==> src/rtl/uart_tx_arbiter_if.sv <==
// uart_tx_arbiter_if: requester-side and UART-side signals of the
// four-way UART transmit arbiter, plus status and a debug view of the FSM state.
//
// Handshake: a transfer happens on a rising clk edge where the producer's
// valid and the consumer's ready are both 1. The requester byte i is taken
// on an edge with req_valid[i]=1 and req_ready[i]=1. The byte on tx_data is
// taken by the UART on an edge with tx_valid=1 and tx_ready=1. Once asserted,
// tx_valid stays high with tx_data unchanged until that edge.
interface uart_tx_arbiter_if;
   logic [3:0]  req_valid;
   logic [31:0] req_data;
   logic [3:0]  req_ready;
   logic        tx_ready;
   logic        tx_valid;
   logic [7:0]  tx_data;
   logic        busy;
   logic [1:0]  last_grant;
   logic        tx_timeout;
   logic [7:0]  timeout_count;
   logic [1:0]  state;        // debug: 0=IDLE, 1=SEND, 2=GAP

   modport master (
      output req_valid, req_data, tx_ready,
      input  req_ready, tx_valid, tx_data, busy, last_grant,
             tx_timeout, timeout_count, state
   );

   modport slave (
      input  req_valid, req_data, tx_ready,
      output req_ready, tx_valid, tx_data, busy, last_grant,
             tx_timeout, timeout_count, state
   );
endinterface

==> src/rtl/uart_tx_arbiter.sv <==
// uart_tx_arbiter: round-robin arbiter that feeds bytes from four requesters
// to one UART transmitter, with an idle gap of GAP_CYCLES after every byte.
// Optional feature macro: UART_TX_TIMEOUT_EN abandons a byte that the UART
// has not taken within TIMEOUT_CYCLES cycles of SEND.
module uart_tx_arbiter #(
   parameter int          GAP_CYCLES     = 2,
   parameter logic [29:0] TIMEOUT_CYCLES = 30'd50000000
) (
   input logic              clk,
   input logic              reset,
   uart_tx_arbiter_if.slave bus
);

   typedef enum logic [1:0] {
      IDLE = 2'd0,
      SEND = 2'd1,
      GAP  = 2'd2
   } state_t;

   // Counter wide enough to hold GAP_CYCLES-1.
   localparam int GW = (GAP_CYCLES > 1) ? $clog2(GAP_CYCLES) : 1;

   state_t        state;
   state_t        state_nx;
   logic [1:0]    rr_ptr;
   logic [1:0]    winner;
   logic [1:0]    idx;
   logic          any_req;
   logic [GW-1:0] gap_cnt;
   logic [1:0]    last_grant_q;
   logic [7:0]    tx_data_q;
   logic [3:0]    req_ready_c;
   logic          tx_valid_c;
   logic          abandon;
   logic          done;

   // Winner search: first set request at or above rr_ptr, wrapping 3->0.
   // Scanning offsets downward lets the smallest offset overwrite last.
   always_comb begin
      winner  = rr_ptr;
      idx     = rr_ptr;
      any_req = |bus.req_valid;
      for (int k = 3; k >= 0; k--) begin
         idx = rr_ptr + 2'(k);
         if (bus.req_valid[idx]) winner = idx;
      end
   end

   // SEND ends on a UART transfer or, when enabled, on an abandon.
   assign done = (state == SEND) && (bus.tx_ready || abandon);

   // FSM state register.
   always_ff @(posedge clk or posedge reset) begin
      if (reset) state <= IDLE;
      else       state <= state_nx;
   end

   // FSM next state and handshake outputs.
   always_comb begin
      state_nx    = state;
      req_ready_c = 4'b0000;
      tx_valid_c  = 1'b0;
      case (state)
         IDLE: begin
            if (any_req) begin
               req_ready_c[winner] = 1'b1;
               state_nx            = SEND;
            end
         end
         SEND: begin
            tx_valid_c = 1'b1;
            if (done) state_nx = (GAP_CYCLES > 0) ? GAP : IDLE;
         end
         GAP: begin
            if (gap_cnt == GW'(GAP_CYCLES - 1)) state_nx = IDLE;
         end
         default: state_nx = IDLE;
      endcase
   end

   // Byte latch, grant record, round-robin pointer and gap counter.
   always_ff @(posedge clk or posedge reset) begin
      if (reset) begin
         tx_data_q    <= 8'd0;
         last_grant_q <= 2'd0;
         rr_ptr       <= 2'd0;
         gap_cnt      <= '0;
      end else begin
         if (state == IDLE && any_req) begin
            tx_data_q    <= bus.req_data[{winner, 3'b000} +: 8];
            last_grant_q <= winner;
         end
         if (done) rr_ptr <= last_grant_q + 2'd1;
         // Held at zero outside GAP, so it is clear on every GAP entry.
         if (state == GAP) gap_cnt <= gap_cnt + 1'b1;
         else              gap_cnt <= '0;
      end
   end

`ifdef UART_TX_TIMEOUT_EN
   logic [29:0] to_cnt;
   logic        to_pulse;
   logic [7:0]  to_count;

   // Abandon at the end of the TIMEOUT_CYCLES-th SEND cycle without tx_ready.
   assign abandon = (state == SEND) && !bus.tx_ready &&
                    (to_cnt == TIMEOUT_CYCLES - 30'd1);

   // SEND cycle counter, timeout pulse and saturating abandon count.
   always_ff @(posedge clk or posedge reset) begin
      if (reset) begin
         to_cnt   <= 30'd0;
         to_pulse <= 1'b0;
         to_count <= 8'd0;
      end else begin
         to_pulse <= abandon;
         if (abandon && to_count != 8'hFF) to_count <= to_count + 8'd1;
         if (state == SEND) to_cnt <= to_cnt + 30'd1;
         else               to_cnt <= 30'd0;
      end
   end

   assign bus.tx_timeout    = to_pulse;
   assign bus.timeout_count = to_count;
`else
   // SEND waits indefinitely; TIMEOUT_CYCLES has no effect in this build.
   if (TIMEOUT_CYCLES == 30'd0) begin : g_timeout_unused
   end
   assign abandon           = 1'b0;
   assign bus.tx_timeout    = 1'b0;
   assign bus.timeout_count = 8'd0;
`endif

   assign bus.req_ready  = req_ready_c;
   assign bus.tx_valid   = tx_valid_c;
   assign bus.tx_data    = tx_data_q;
   assign bus.busy       = (state != IDLE);
   assign bus.last_grant = last_grant_q;
   assign bus.state      = state;

endmodule

==> src/flat_wrapper.sv <==
// flat-port wrapper written by rule: the top's interface ports become plain ports
module uart_tx_arbiter_flat 
#(
   parameter int          GAP_CYCLES     = 2,
   parameter logic [29:0] TIMEOUT_CYCLES = 30'd50000000
)
  (clk, reset, bus_req_valid, bus_req_data, bus_tx_ready, bus_req_ready, bus_tx_valid, bus_tx_data, bus_busy, bus_last_grant, bus_tx_timeout, bus_timeout_count, bus_state);
  uart_tx_arbiter_if bus_i ();
  input logic clk;
  input logic reset;
  input wire logic [$bits(bus_i.req_valid)-1:0] bus_req_valid;
  input wire logic [$bits(bus_i.req_data)-1:0] bus_req_data;
  input wire logic [$bits(bus_i.tx_ready)-1:0] bus_tx_ready;
  output wire logic [$bits(bus_i.req_ready)-1:0] bus_req_ready;
  output wire logic [$bits(bus_i.tx_valid)-1:0] bus_tx_valid;
  output wire logic [$bits(bus_i.tx_data)-1:0] bus_tx_data;
  output wire logic [$bits(bus_i.busy)-1:0] bus_busy;
  output wire logic [$bits(bus_i.last_grant)-1:0] bus_last_grant;
  output wire logic [$bits(bus_i.tx_timeout)-1:0] bus_tx_timeout;
  output wire logic [$bits(bus_i.timeout_count)-1:0] bus_timeout_count;
  output wire logic [$bits(bus_i.state)-1:0] bus_state;
  assign bus_i.req_valid = bus_req_valid;
  assign bus_i.req_data = bus_req_data;
  assign bus_i.tx_ready = bus_tx_ready;
  assign bus_req_ready = bus_i.req_ready;
  assign bus_tx_valid = bus_i.tx_valid;
  assign bus_tx_data = bus_i.tx_data;
  assign bus_busy = bus_i.busy;
  assign bus_last_grant = bus_i.last_grant;
  assign bus_tx_timeout = bus_i.tx_timeout;
  assign bus_timeout_count = bus_i.timeout_count;
  assign bus_state = bus_i.state;
  uart_tx_arbiter #(.GAP_CYCLES(GAP_CYCLES), .TIMEOUT_CYCLES(TIMEOUT_CYCLES)) u_core (.clk(clk), .reset(reset), .bus(bus_i));
endmodule
==> config.mk <==
export PLATFORM = sky130hd
export DESIGN_NAME = uart_tx_arbiter_flat
export DESIGN_NICKNAME = d
export VERILOG_FILES = /design/src/rtl/uart_tx_arbiter_if.sv /design/src/rtl/uart_tx_arbiter.sv /design/src/flat_wrapper.sv
export SDC_FILE = /design/constraint.sdc
export NUM_CORES = 1
export LEC_CHECK = 0
export CAP_MARGIN = 20
export CORE_MARGIN = 2
export CORE_UTILIZATION = 35
export CTS_CLUSTER_SIZE = 25
export DETAILED_ROUTE_END_ITERATION = 8
export PLACE_DENSITY_LB_ADDON = 0.25
export SYNTH_ARGS = -nofsm -noshare
export SYNTH_HDL_FRONTEND = slang
export SYNTH_SLANG_ARGS = --single-unit
==> constraint.sdc <==
create_clock -name clk -period 2.5 [get_ports clk]
set_input_delay 0.375 -clock clk [delete_from_list [all_inputs] [get_ports clk]]
set_output_delay 0.375 -clock clk [all_outputs]
set_load 0.005 [all_outputs]
======== Yosys cells after proc, flatten, opt, wreduce, memory -nomap -nowiden ========
Cells that the tools add are included.
operators by class
  add/sub/neg operators ................... 5
  order comparisons ....................... 6
  eq/ne operators ......................... 5
  shifts and indexed selects .............. 1
  mux-type cells .......................... 22
  reductions and logical operators ........ 7
operators with widths
  operator                                                                             number
  32-bit by 6-bit indexed part select with 8-bit output                                1
  2-bit by 3-bit less-than comparator with 1-bit output, second input constant         5
  2-bit 2-to-1 mux                                                                     7
  1-bit binary-select mux with 2-bit select                                            4
  4-bit 2-to-1 mux                                                                     2
  1-bit 2-to-1 mux                                                                     7
  2-bit by 1-bit inequality test with 1-bit output, second input constant              3
  2-bit one-hot mux with 3 select lines                                                1
  2-bit by 1-bit adder with 2-bit output, second input constant                        2
  2-bit adder, second input constant                                                   2
  4-bit OR reduction                                                                   1
  1-bit logical AND                                                                    3
  3-bit AND reduction                                                                  1
  1-bit demux with 2-bit select                                                        1
  2-bit by 1-bit == test with 1-bit output, second input constant                      1
  2-bit == test, second input constant                                                 1
  2-bit by 1-bit greater-or-equal comparator with 1-bit output, second input constant  1
  2-bit zero test                                                                      1
  2-bit nonzero test                                                                   1
  1-bit adder, second input constant                                                   1
storage, ports and cells
  bits in registers ....................... 15
  input port bits ......................... 39
  output and inout port bits .............. 27
  word-level logic and storage cells ...... 51

======== Logic depth before layout (Yosys ltp) ========
  depth in word-level cells ............... 13
  gate-level depth with buffers ........... 7

======== Worst setup path before layout ========
Ideal clock, no wire load.
  path kind ............................... register to output
  from .................................... register u_core.rr_ptr[1]
  to ...................................... output bus_req_ready[1]
  arrival ................................. 1.485 ns
  slack ................................... 0.640 ns
  stages on the path, launching flop included .. 7
  buffers on the path ..................... 2
  path through ............................ dfrtp_1 and3b_1 or4_1 buf_2 nand2_8 buf_8 nor2_1
between the ends
  word-level cells in the longest chain between the ends .. 13
  elaborated cells between the ends (all ways) .. 22
RTL lines
  item                                                                                                                                                         line                   source
  from (decl)                                                                                                                                                  uart_tx_arbiter.sv:25  logic [1:0] rr_ptr;
  from (signal assigned)                                                                                                                                       uart_tx_arbiter.sv:93  if (done) rr_ptr <= last_grant_q + 2'd1;
  2-bit adder                                                                                                                                                  uart_tx_arbiter.sv:44  idx = rr_ptr + 2'(k);
  1-bit binary-select mux with 2-bit select                                                                                                                    uart_tx_arbiter.sv:45  if (bus.req_valid[idx]) winner = idx;
  1-bit 2-to-1 mux (implied by the code)                                                                                                                       uart_tx_arbiter.sv:45
  2-bit 2-to-1 mux (3 in series)                                                                                                                               uart_tx_arbiter.sv:45
  2-bit 2-to-1 mux *                                                                                                                                           uart_tx_arbiter.sv:45
  2-bit by 3-bit less-than comparator with 1-bit output (implied by the code) or 2-bit by 1-bit greater-or-equal comparator with 1-bit output (tied branches)  uart_tx_arbiter.sv:66  req_ready_c[winner] = 1'b1;
  1-bit logical AND (implied by the code)                                                                                                                      uart_tx_arbiter.sv:66
  1-bit 2-to-1 mux (implied by the code)                                                                                                                       uart_tx_arbiter.sv:66
  1-bit demux with 2-bit select *                                                                                                                              -
  4-bit 2-to-1 mux *                                                                                                                                           uart_tx_arbiter.sv:65  if (any_req) begin
  4-bit 2-to-1 mux *                                                                                                                                           uart_tx_arbiter.sv:63  case (state)
  to (decl)                                                                                                                                                    flat_wrapper.sv:14     output wire logic [$bits(bus_i.req_ready)-1:0] bus_req_ready;
Mark *: on every way between the ends. The rest lies on a longest branch, timed or not. The select of a mux whose other input is x is not followed.

======== Worst setup path in the final report ========
  from .................................... input bus_req_valid[0]
  to ...................................... output bus_req_ready[1]
between the ends
  word-level cells in the longest chain between the ends .. 12
  elaborated cells between the ends (all ways) .. 20
RTL lines
  item                                                                                                                                                         line                   source
  from (decl)                                                                                                                                                  flat_wrapper.sv:11     input wire logic [$bits(bus_i.req_valid)-1:0] bus_req_valid;
  1-bit binary-select mux with 2-bit select                                                                                                                    uart_tx_arbiter.sv:45
  1-bit 2-to-1 mux (implied by the code)                                                                                                                       uart_tx_arbiter.sv:45
  2-bit 2-to-1 mux (4 in series)                                                                                                                               uart_tx_arbiter.sv:45
  2-bit by 3-bit less-than comparator with 1-bit output (implied by the code) or 2-bit by 1-bit greater-or-equal comparator with 1-bit output (tied branches)  uart_tx_arbiter.sv:66
  1-bit logical AND (implied by the code)                                                                                                                      uart_tx_arbiter.sv:66
  1-bit 2-to-1 mux (implied by the code)                                                                                                                       uart_tx_arbiter.sv:66
  1-bit demux with 2-bit select                                                                                                                                -
  4-bit 2-to-1 mux *                                                                                                                                           uart_tx_arbiter.sv:65
  4-bit 2-to-1 mux *                                                                                                                                           uart_tx_arbiter.sv:63
Marks and branches as above.

==> metrics.cfg <==
[run_status]
status = complete, no violations

[synthesis]
netlist_top_cells_count = mux2i_1 (16), dfrtp_1 (15), nand2_1 (13)
synthesis.area_um2 = 966
syn_area_per_cell_um2 = 9.66
synth_area_leader_cell = dfrtp_1
yosysSeqAreaShare = 0.389
synth_area_leaders = dfrtp_1 (39%), mux2i_1 (17%), o221ai_1 (7.3%)
synth_most_common_cell = mux2i_1
synth_top_family_by_area = multiplexers
synthArstFlopShare = 1.00
synthSimpleGateAreaFrac = 0.168
ys_seq_elements = 15
synth_xor_area_frac = 0.00907
ys.flop_type = dfrtp_1
synth-edff-count = 0
syn_inst = 100
synth_compound_area_frac = 0.139
ys_types = 27
synthMuxAreaShare = 0.177
synth-adder-area-share = 0
yosys_warnings = 0
netlist.area_leader.share = 0.389

[worst_setup_path]
required_ns = 2.12
reg2reg_setup_slack_ns = 0.46
path_buf_inv = 3
r2r_start = u_core.rr_ptr[1]$_DFFE_PP0P_
end_kind = output port
crit_slowest_cell = clkdlybuf4s50_1
path_class = input port to output port
path_cells = clkdlybuf4s50_1 > buf_4 > nor2b_1 > o21ai_0 > o211ai_1 > or2_1 > nor2_1 > dlygate4sd2_1
path_delay_family = buffers and inverters
crit_fanout = 3
cp.arrival_ns = 1.98
r2r_end = u_core.bus.tx_data[2]$_DFFE_PP0P_
r2r_cells = 6
critPathMaxStageDelay_ns = 0.43
cp-start-kind = input port

[layout]
multi_input_area_um2 = 514
drive_gt1_frac = 0.0982
fin_area_um2 = 1590
fin_cells = 194
fill_cells = 253
area_growth_pct = 65.0
final_nets = 203
diodes = 0
seqCellArea_um2 = 375

[job]
max_cap_violations = 0

[sta]
finalCriticalPeriod_ns = 2.36
max_slew_margin = 0.633
max_freq_ghz = 0.425
worst_slack_ns = 0.144
clock-skew-final_ns = 0.00757
fin_crit_sh = 0.942
hold_viol_final = 0
tightest_slew_ns = 0.550
setup_viol = 0
rsz0062_at_grt = no
maxSlewViolCount = 0

[drt]
routedWlPerCell_um = 12.4
via_per_inst = 4.85
wl_um = 2410
drc = 0
ant_nets = 0
first_pass_iters = 4
dr_total_vias = 941
drt_iter0_markers = 6

[floorplanning]
coreArea_um2 = 2690
die_area_um2 = 3200
ios = 66
die_h_um = 56.5
rows = 19
initial_core_util = 0.360
die_w_um = 56.5

[clock_network]
clk_pin_slew_worst_paths_ns = 0.08
htree_levels = 1
clock_path_buffers = 2
cts-root-buf = clkbuf_4
post-cts-setup-buffer-count = 0
cts_made_buffers = 3
cts.sinks = 15
cts_hold_repair.buffers = 0
clock_latency_ns = 0.28
cts_tree = built

[power]
p_per_area_nw_per_um2 = 930
leakagePower_uw = 0.000743
finalPower_uw = 1480
ir_worst_vdd_mv = 0.622

[placed_design]
dpl_cell_area_um2 = 1560
hpwl_um = 2010
place.gp.congestion = 0.701
dp_cells = 190
io_buffers = 56
pre_cts_ws_ns = -0.200

[global_routing]
antenna_found_initial = 0
grt_start_max_net_pins = 18
grtUsageTotal = 0.162
grt_pass1_wl_um = 4110
grt_pass1_vias = 969
grt_overflow = 0

[hold_path]
min_to = u_core.gap_cnt$_DFF_PP0_
hp-start = u_core.gap_cnt$_DFF_PP0_
holdPathStages = 1
hp-class = register to register

==> per-layer routing <==
metal  vias up  track usage  part of all wire
met3         3       0.0300             0.067
met5         -            0                 0
li1        463            -                 -
met4         0       0.0408            0.0071
met2        38        0.302              0.54
met1       437        0.188              0.39
==> how the worst max path moves through the flow <==
stage | start | endpoint | slack (ns) | depth (start not counted)
4_1_cts | bus_req_valid[0] | bus_req_ready[3] | -0.14 | 8
3_3_place_gp | bus_req_valid[3] | bus_req_ready[3] | -0.18 | 5
2_1_floorplan | u_core.rr_ptr[1]$_DFFE_PP0P_ | bus_req_ready[1] | 0.64 | 6
6_report | bus_req_valid[0] | bus_req_ready[1] | 0.14 | 8
3_5_place_dp | bus_req_valid[3] | bus_req_ready[3] | -0.20 | 5
5_1_grt | bus_req_valid[0] | bus_req_ready[1] | 0.02 | 8
==> layout make-up <==
| type | instances | share of cell area |
|---|---|---|
| tap | 31 | 0.0243 |
| sequential | 15 | 0.235 |
| clock inverter | 1 | 0.00314 |
| timing repair buffer | 65 | 0.393 |
| inverter | 3 | 0.00706 |
| multi-input combinational | 76 | 0.323 |
| clock buffer | 3 | 0.0141 |
==> power by group <==
part           leakage (µW)  total, µW  switching (µW)  internal [µW]
Sequential         0.000186        450            88.1            362
Combinational      0.000539        895             369            527
Clock             0.0000177        137            77.6           59.4
Total              0.000743       1480             534            949
==> logic make-up after synthesis <==
logic type,Yosys count
and+or+nand+nor,30
buffers and inverters,17
muxes,17
other,1
DFF,15
xor gates and xnor gates,1
AOI/OAI and AO/OA,19
==> registers in the layout, summed over array words and instances (netlist names) <==
register and count:
u_core.bus.tx_data 8, u_core.bus.last_grant 2, u_core.bus.state 2, u_core.rr_ptr 2, u_core.gap_cnt 1
==> through the flow <==
step                      setup TNS (ns)  hold slack [ns]  utilization
after detailed placement           -1.12            0.404        0.582
after global placement            -0.628            0.397        0.582
final                                  0            0.413        0.593
after global routing                   0            0.443        0.593
after CTS                         -0.137            0.416        0.592
after floorplan                        0            0.276            -
==> what timing repair did <==
action / CTS / global route
gates resized for setup: 4 / 1
endpoints found under the hold margin: 0 / 0
setup endpoints to repair: 4 / 1
==> placed cells by master (no fill, tap or decap), drive strengths merged, types with 3 or more instances in the layout <==
cell / Yosys / layout
o221ai: 8 / 8
conb: 1 / 9
dfrtp: 15 / 15
nor2b: 3 / 3
o21ai: 5 / 5
dlygate4sd2: 0 / 3
nor2: 4 / 4
clkbuf: 3 / 3
buf: 11 / 9
inv: 3 / 3
clkdlybuf4s50: 0 / 52
a21oi: 3 / 3
mux2i: 16 / 16
nand2: 14 / 14
nand2b: 3 / 3
Note: power is estimated with default switching activity, not from simulation.
